$ cat src/rtl/list_reader.sv
// Walks a linked list of card nodes held in a read-only RAM and offers each
// card value to a consumer over a valid/ready port.
module list_reader #(
    parameter int MAX_CARDS = 52
) (
    input  logic        clock,
    input  logic        resetn,
    input  logic        enable,
    input  logic [9:0]  head_addr,
    output logic [5:0]  out_value,
    output logic        out_valid,
    input  logic        out_ready,
    output logic [5:0]  card_count,
    output logic        finished,
    output logic        error,
    output logic [9:0]  ram_address,
    output logic        ram_clock,
    output logic [31:0] ram_data,
    output logic        ram_wren,
    input  logic [31:0] ram_q,
    output logic [2:0]  fsm_state
);

    typedef enum logic [2:0] {
        S_IDLE    = 3'd0,
        S_ISSUE   = 3'd1,
        S_WAIT    = 3'd2,
        S_CAPTURE = 3'd3,
        S_EMIT    = 3'd4
    } state_t;

    localparam logic [5:0] MAX_C = 6'(MAX_CARDS);

    state_t     state, state_d;
    logic [9:0] cur_addr, cur_d;
    logic [9:0] next_addr, next_d;
    logic [5:0] value_r, value_d;
    logic [5:0] count_r, count_d;
    logic       error_r, error_d;
    logic       finished_r, finished_d;

    // Handshake: a card transfers on a rising edge where out_valid and
    // out_ready are both 1; out_value is held stable until that edge.
    always_comb begin
        state_d    = state;
        cur_d      = cur_addr;
        next_d     = next_addr;
        value_d    = value_r;
        count_d    = count_r;
        error_d    = error_r;
        finished_d = finished_r;
        case (state)
            S_IDLE: begin
                if (enable) begin
                    count_d = 6'd0;
                    error_d = 1'b0;
                    if (head_addr == 10'd0) begin
                        finished_d = 1'b1;
                    end else begin
                        finished_d = 1'b0;
                        cur_d      = head_addr;
                        state_d    = S_ISSUE;
                    end
                end
            end
            S_ISSUE:   state_d = S_WAIT;
            S_WAIT:    state_d = S_CAPTURE;
            S_CAPTURE: begin
                if (!ram_q[31]) begin
                    error_d    = 1'b1;
                    finished_d = 1'b1;
                    state_d    = S_IDLE;
                end else begin
                    value_d = ram_q[15:10];
                    next_d  = ram_q[9:0];
                    state_d = S_EMIT;
                end
            end
            S_EMIT: begin
                if (out_ready) begin
                    count_d = count_r + 6'd1;
                    if (next_addr == 10'd0) begin
                        finished_d = 1'b1;
                        state_d    = S_IDLE;
                    end else if (count_r + 6'd1 == MAX_C) begin
                        // Runaway guard: a cyclic list stops here.
                        error_d    = 1'b1;
                        finished_d = 1'b1;
                        state_d    = S_IDLE;
                    end else begin
                        cur_d   = next_addr;
                        state_d = S_ISSUE;
                    end
                end
            end
            default: state_d = S_IDLE;
        endcase
    end

    always_ff @(posedge clock or negedge resetn) begin
        if (!resetn) begin
            state      <= S_IDLE;
            cur_addr   <= 10'd0;
            next_addr  <= 10'd0;
            value_r    <= 6'd0;
            count_r    <= 6'd0;
            error_r    <= 1'b0;
            finished_r <= 1'b1;
        end else begin
            state      <= state_d;
            cur_addr   <= cur_d;
            next_addr  <= next_d;
            value_r    <= value_d;
            count_r    <= count_d;
            error_r    <= error_d;
            finished_r <= finished_d;
        end
    end

    // cur_addr is loaded on the edge entering ISSUE, so the RAM sees the
    // address two edges before CAPTURE samples ram_q.
    assign ram_address = cur_addr;
    assign ram_clock   = clock;
    assign ram_data    = 32'd0;
    assign ram_wren    = 1'b0;
    assign out_value   = value_r;
    assign out_valid   = (state == S_EMIT);
    assign card_count  = count_r;
    assign error       = error_r;
    assign finished    = finished_r;
    assign fsm_state   = state;

endmodule

$ cat config.mk
export PLATFORM = sky130hd
export DESIGN_NAME = list_reader
export DESIGN_NICKNAME = d
export VERILOG_FILES = /design/src/rtl/list_reader.sv
export SDC_FILE = /design/constraint.sdc
export NUM_CORES = 1
export LEC_CHECK = 0
export CORE_MARGIN = 3
export CORE_UTILIZATION = 41
export CTS_BUF_LIST = sky130_fd_sc_hd__clkbuf_4 sky130_fd_sc_hd__clkbuf_8
export DETAILED_ROUTE_END_ITERATION = 6
export PLACE_DENSITY = 0.82
export SLEW_MARGIN = 5
export SYNTH_ARGS = -nofsm -noshare
export SYNTH_HDL_FRONTEND = slang
export SYNTH_SLANG_ARGS = --single-unit
$ cat constraint.sdc
create_clock -name clock -period 2.4 [get_ports clock]
set_clock_uncertainty 0.15 [all_clocks]
set_input_delay 0.36 -clock clock [delete_from_list [all_inputs] [get_ports clock]]
set_output_delay 0.36 -clock clock [all_outputs]
set_load 0.02 [all_outputs]
======== Word-level counts from Yosys, hierarchy flattened ========
Cells that the tools add are included.
storage, ports and cells
  bits in registers ....................... 37
  logic and storage cells ................. 59
operators by class
  equality and inequality tests ........... 13
  muxes and demuxes ....................... 27
  add/subtract/negate cells ............... 1
  reduce and logical (&&, ||, !) cells .... 11
operator list
  cell                                                                    number
  10-bit 2-to-1 mux                                                       5
  10-bit zero test                                                        2
  10-bit case mux with 2 select lines                                     1
  3-bit case mux with 5 select lines                                      1
  3-bit 2-to-1 mux                                                        4
  6-bit 2-to-1 mux                                                        2
  6-bit case mux with 2 select lines                                      1
  6-bit AND reduction                                                     2
  1-bit 2-to-1 mux                                                        11
  2-bit != test (second input constant)                                   5
  6-bit by 1-bit adder with 6-bit output (second input constant)          1
  3-bit by 2-bit equality test with 1-bit output (second input constant)  2
  6-bit equality test (second input constant)                             1
  1-bit case mux with 3 select lines                                      2
  3-bit AND reduction                                                     2
  5-bit AND reduction                                                     1
  2-bit by 1-bit != test with 1-bit output (second input constant)        2
  3-bit by 1-bit equality test with 1-bit output (second input constant)  1
  3-bit equality test (second input constant)                             1
  3-bit zero test                                                         1
  3-bit by 1-bit != test with 1-bit output (second input constant)        1
  3-bit nonzero test                                                      1
  2-bit AND reduction                                                     1
  2-bit nonzero test                                                      1

======== Longest topological paths before layout ========
Gate-level depths: netlist of run 1.
  depth after elaboration ................. 6
  gate-level depth with buffers ........... 7
  depth with buffers taken out ............ 5

==> results of run 1 <==
## power breakdown
part | internal (uW) | switching, uW | total [uW]
Sequential | 905 | 165 | 1070
Combinational | 754 | 777 | 1530
Clock | 433 | 282 | 715
Total | 2090 | 1220 | 3320
## routing by layer
layer | up-vias | routed length (um) | part of all wire | GRT usage
met1 | 753 | 1840 | 0.42 | 0.1690
met4 | 0 | 93 | 0.021 | 0.09431
li1 | 770 | - | - | -
met5 | - | 0 | 0 | 0
met3 | 12 | 427 | 0.097 | 0.06961
met2 | 91 | 2056 | 0.47 | 0.2312
## logic make-up (layout without fill, tap and decap cells)
kind of cell / Yosys count / in the layout / synth area share
xor gates and xnor gates: 2 / 2 / 0.008315
and+or+nand+nor: 34 / 34 / 0.08492
muxes: 30 / 30 / 0.1532
DFF: 37 / 37 / 0.4400
AOI/OAI and AO/OA: 39 / 39 / 0.1390
buffers and inverters: 48 / 82 / 0.1669
other: 1 / 33 / 0.001780
adders and majority gates: 1 / 1 / 0.005937
## final cells by class
type | instances | area (um2) | area share
clock buffers | 9 | 118.9 | 0.04266
multi-input cells | 139 | 948.4 | 0.3404
clock inverters | 3 | 46.29 | 0.01661
inverters | 2 | 7.507 | 0.002694
well taps | 67 | 83.83 | 0.03009
repair buffers | 68 | 654.4 | 0.2348
flip-flops and latches | 37 | 927.1 | 0.3327
## critical path, delay by kind of cell
family / cells / cell delay [ns]
buf+inv: 3 / 0.54
## sequential cells by signal, indices dropped and copies added (netlist names)
signal	flops
next_addr	10
fsm_state	3
card_count	6
ram_address	10
finished	1
error	1
out_value	6
## per-stage QoR
step	instance area (um2)	hold slack, ns
finish	2786	0.2352
global placement	2633	0.3027
detailed placement	2633	0.3068
global route	2786	0.2734
CTS	2786	0.2400
floorplan	2227	-0.08559
## path summary, 6_finish.rpt
path | startpoint | endpoint | slack [ns] | cells after the start
setup / recovery | clock | ram_clock | 0.15 | 3
hold / removal | resetn | card_count[2]$_DFFE_PN0P_ | 0.24 | 2
setup reg to reg | next_addr[4]$_DFFE_PN0P_ | ram_address[0]$_DFFE_PN0P_ | 0.33 | 4
hold reg to reg | finished$_DFFE_PN1P_ | finished$_DFFE_PN1P_ | 0.31 | 2
max in group asynchronous | resetn | finished$_DFFE_PN1P_ | 1.51 | 2
min in group clock | finished$_DFFE_PN1P_ | finished$_DFFE_PN1P_ | 0.31 | 2
## cells in the final DEF (no fill, tap or decap), types with 5 or more instances in the layout
| master | synthesis | layout |
|---|---|---|
| a31oi_1 | 13 | 13 |
| mux2_2 | 18 | 18 |
| mux2i_1 | 12 | 12 |
| o21ai_0 | 6 | 6 |
| nand3_1 | 5 | 5 |
| buf_4 | 36 | 10 |
| nor2_1 | 8 | 8 |
| clkdlybuf4s50_1 | 0 | 57 |
| conb_1 | 1 | 33 |
| nand2_1 | 6 | 6 |
| dfrtp_1 | 36 | 36 |
| a311oi_1 | 10 | 10 |
| clkbuf_8 | 0 | 8 |
==> impl_metrics.tcl, run 1 <==
set metrics [dict create \
    run_status "finished, final reports clean" \
    cp-start-kind "clock port" \
    critical_path_class "clk -> out" \
    tritoncts "yes" \
    fin_setup_tns_ns 0 \
    yosysWarnings 0 \
    worstMarginPinSlew_ns 0.5177 \
    setup_slack_ns 0.1513 \
    synth_edf_count 0 \
    async_flop_share 1.000 \
    clk_pin_slew_ns 0.08 \
    synthCells 192 \
    grt_pass1_vias 1592 \
    layout.cells.non_filler 325 \
    wl_per_cell_um 13.59 \
    wl_mm 4.417 \
    holdBufCountCts 0 \
    port_buffers 59 \
    p_total_uw 3316 \
    ys_seq_area_frac 0.4400 \
    die_w_um 77.69 \
    synth_top_cell_area_share 0.4276 \
    die_h_um 77.69 \
    endpoint_kind "output pin" \
    synth_seq_cells 37 \
    ios 108 \
    synth_flop_cell "dfrtp_1" \
    final_net_count 304 \
    antenna_cells 0 \
    synthTopCellsByArea "dfrtp_1, buf_4, mux2_2" \
    crit_path_cell_trace "clkbuf_8 > clkbuf_8 > dlygate4sd2_1" \
    cp.arrival_ns 1.74 \
    slew_viol_final 0 \
    grt_pass1_wl_mm 7.113 \
    placed_cells 314 \
    drc 0 \
    slew-limit-headroom 0.6539 \
    power_per_cell_area_nw_per_um2 1190 \
    setup_viol 0 \
    initialDrtViolationCount 26 \
    synth.top_cells.by_count "buf_4, dfrtp_1, mux2_2" \
    syn_to_final_growth_pct 32.24 \
    fin_util 0.5747 \
    antenna_found_initial 0 \
    vdd_drop_max_uv 923.0 \
    worst_path_max_delay_cell "dlygate4sd2_1" \
    grt_max_degree 38 \
    n_fill_cell 400 \
    crit_path_max_incr_delay_ns 0.31 \
    avgViaCountPerCell 5.003 \
    syn_area_per_cell_um2 10.97 \
    ant_nets 0 \
    track_usage 0.1509 \
    cts_resized 2 \
    crit_required_ns 1.89 \
    place_congestion 0.7779 \
    cts_setup_buffers 0 \
    place_ws_ns 0.1815 \
    grt_setup_unrepaired "false" \
    hold_viol_final 0 \
    rows 25 \
    clk_latency_ns 0.40 \
    cp_common_cell "clkbuf_8" \
    synth_area_um2 2107 \
    grt_overflow_total 0 \
    p_leak_uw 0.001263 \
    dpl.hpwl_mm 3.371 \
    path_max_fanout 2 \
    dieArea_um2 6035 \
    first_pass_iters 4 \
    hp-class "in -> async" \
    core_area_um2 4848 \
    drive_gt1_frac 0.1628 \
    synth_largest_area_cell "dfrtp_1" \
    start_util 0.4346 \
    vias 1626 \
    drv.max_cap_violation_count 0 \
    yosys.cell_types.count 33 \
]
Note: power is estimated with default switching activity, not from simulation.
==> run 2, diff against run 1 <==
--- a/config.mk
+++ b/config.mk
@@ -5,11 +5,13 @@
 export SDC_FILE = /design/constraint.sdc
 export NUM_CORES = 1
 export LEC_CHECK = 0
+export ABC_AREA = 1
+export CAP_MARGIN = 0
 export CORE_MARGIN = 3
 export CORE_UTILIZATION = 41
 export CTS_BUF_LIST = sky130_fd_sc_hd__clkbuf_4 sky130_fd_sc_hd__clkbuf_8
 export DETAILED_ROUTE_END_ITERATION = 6
-export PLACE_DENSITY = 0.82
+export PLACE_DENSITY = 0.83
 export SLEW_MARGIN = 5
 export SYNTH_ARGS = -nofsm -noshare
 export SYNTH_HDL_FRONTEND = slang
==> impl_metrics.tcl, run 2 <==
set metrics [dict create \
    rows 25 \
    p_total_uw 3257 \
    placed_cells 371 \
    vias 1732 \
    fin_setup_tns_ns 0 \
    path_max_fanout 2 \
    ios 108 \
    track_usage 0.1488 \
    die_h_um 77.45 \
    rrSetupSlack_ns 0.40 \
    cp-startpoint "clock" \
    synth_flop_cell "dfrtp_1" \
    core_area_um2 4817 \
    die_w_um 77.45 \
    ys_seq_area_frac 0.4429 \
    first_pass_iters 4 \
    run_status "finished, final reports clean" \
    timing.rr.end "ram_address[3]$_DFFE_PN0P_" \
    drc 0 \
    grt_overflow_total 0 \
    multi_input_area_um2 937.1 \
    power_per_cell_area_nw_per_um2 1177 \
    wl_mm 4.471 \
    dpl.hpwl_mm 3.516 \
    layout.cells.non_filler 383 \
    clk_latency_ns 0.39 \
    slew_viol_final 0 \
    drive_gt1_frac 0.1266 \
    final_common_cell "nand2_1" \
    synth_area_um2 2093 \
    grt_max_degree 38 \
    drv.max_cap_violation_count 0 \
    initialDrtViolationCount 88 \
    crit_end "ram_clock" \
    dieArea_um2 5999 \
    synthTopCellsByArea "dfrtp_1, nand2_1, buf_4" \
    crit_required_ns 1.89 \
    setup_viol 0 \
    antenna_cells 0 \
    r2r_start "fsm_state[0]$_DFFE_PN0P_" \
    tritoncts "yes" \
    synth.top_cells.by_count "nand2_1, dfrtp_1, buf_4" \
    syn_to_final_growth_pct 32.22 \
    synth_most_common_cell "nand2_1" \
    regArea_um2 927.1 \
    layout_common_cells "nand2_1, clkdlybuf4s50_1, dfrtp_1, conb_1, nor2_1" \
    synth_edf_count 0 \
    yosys.cell_types.count 26 \
    syn_area_per_cell_um2 8.340 \
    hold_viol_final 0 \
    vdd_drop_max_uv 645.4 \
    async_flop_share 1.000 \
    wl_per_cell_um 11.67 \
    cp.arrival_ns 1.73 \
    endpoint_kind "output pin" \
    r2r_cells 10 \
    critical_path_class "clk -> out" \
    synth_largest_area_cell "dfrtp_1" \
    clk_pin_slew_ns 0.08 \
    dpl-instance-area_um2 2604 \
    port_buffers 59 \
    ant_nets 0 \
    synthCells 251 \
    antenna_found_initial 0 \
    avgViaCountPerCell 4.522 \
    grt_pass1_vias 1587 \
    yosysWarnings 0 \
    grt_setup_unrepaired "false" \
    n_fill_cell 429 \
    synth_top_cell_area_share 0.4304 \
    p_leak_uw 0.001365 \
    synth_seq_cells 37 \
    grt_pass1_wl_mm 7.051 \
    cp-start-kind "clock port" \
    cts_setup_buffers 0 \
    hp-class "reg -> reg" \
    start_util 0.4345 \
    place_congestion 0.7758 \
    final_net_count 362 \
    stdcell_area_um2 2768 \
]
run 2: area by class of cell:
| cell class | count | share of cell area |
|---|---|---|
| clock buffer | 9 | 0.04295 |
| tap | 67 | 0.03029 |
| clock inverter | 3 | 0.01673 |
| timing repair buffer | 61 | 0.2165 |
| multi-input combinational | 192 | 0.3386 |
| sequential | 37 | 0.3350 |
| inverter | 14 | 0.01989 |
run 2: routing by layer:
metal,wire length [um],global-route usage,vias to the layer above
met5,0,0,-
met4,85,0.08185,0
met3,369,0.04060,8
met2,2159,0.2366,80
met1,1857,0.1826,787
li1,-,-,857
run 2: critical path, stage by stage:
cell and delay (ns):
clkbuf_8 0.11, clkbuf_8 0.12, dlygate4sd2_1 0.31
run 2: cells by family (layout without fill, tap and decap cells):
| logic type | Yosys count | after routing | share of synthesized area |
|---|---|---|---|
| xor+xnor | 1 | 1 | 0.004185 |
| buf+inv | 54 | 87 | 0.1668 |
| mux | 13 | 13 | 0.06993 |
| compound gates | 17 | 17 | 0.04304 |
| other cells | 1 | 33 | 0.001791 |
| simple gates | 127 | 127 | 0.2654 |
| flops | 37 | 37 | 0.4429 |
| fa+ha+maj | 1 | 1 | 0.005976 |
run 2: worst min path at each step:
stage                                     from                         end  slack (ns)  depth (start not counted)
floorplan                               resetn   card_count[0]$_DFFE_PN0P_       -0.09                          0
detailed placement                      resetn  ram_address[8]$_DFFE_PN0P_        0.28                          2
global placement                        resetn  ram_address[8]$_DFFE_PN0P_        0.28                          2
CTS                 ram_address[5]$_DFFE_PN0P_  ram_address[5]$_DFFE_PN0P_        0.33                          2
finish              ram_address[5]$_DFFE_PN0P_  ram_address[5]$_DFFE_PN0P_        0.33                          2
global route        ram_address[8]$_DFFE_PN0P_  ram_address[8]$_DFFE_PN0P_        0.35                          2
run 2: timing repair:
item	in CTS	in global routing
resized for setup	2	0
endpoints found under the hold margin	36	0
endpoints found under the setup margin	2	0
hold buffers	1	0
run 2: stage by stage:
stage / setup WS [ns] / hold WS (ns) / utilization
floorplan: 0.5560 / -0.08559 / -
finish: 0.1601 / 0.3294 / 0.5745
CTS: 0.1516 / 0.3305 / 0.5745
global placement: 0.1815 / 0.2778 / 0.5405
global route: 0.1534 / 0.3491 / 0.5745
detailed placement: 0.1815 / 0.2834 / 0.5405
run 2: power breakdown:
part	switching, uW	total, uW	internal (uW)	leakage (uW)
Clock	271	704	433	0.0000812
Sequential	189	1080	895	0.000454
Combinational	829	1470	641	0.000831
Total	1290	3260	1970	0.00137
==> run 3, diff against run 2 <==
--- a/config.mk
+++ b/config.mk
@@ -12,7 +12,7 @@
 export CTS_BUF_LIST = sky130_fd_sc_hd__clkbuf_4 sky130_fd_sc_hd__clkbuf_8
 export DETAILED_ROUTE_END_ITERATION = 6
 export PLACE_DENSITY = 0.83
-export SLEW_MARGIN = 5
+export SLEW_MARGIN = 10
 export SYNTH_ARGS = -nofsm -noshare
 export SYNTH_HDL_FRONTEND = slang
 export SYNTH_SLANG_ARGS = --single-unit
==> results of run 3 <==
Final layout, timing and power as in run 2 (identical DEF).
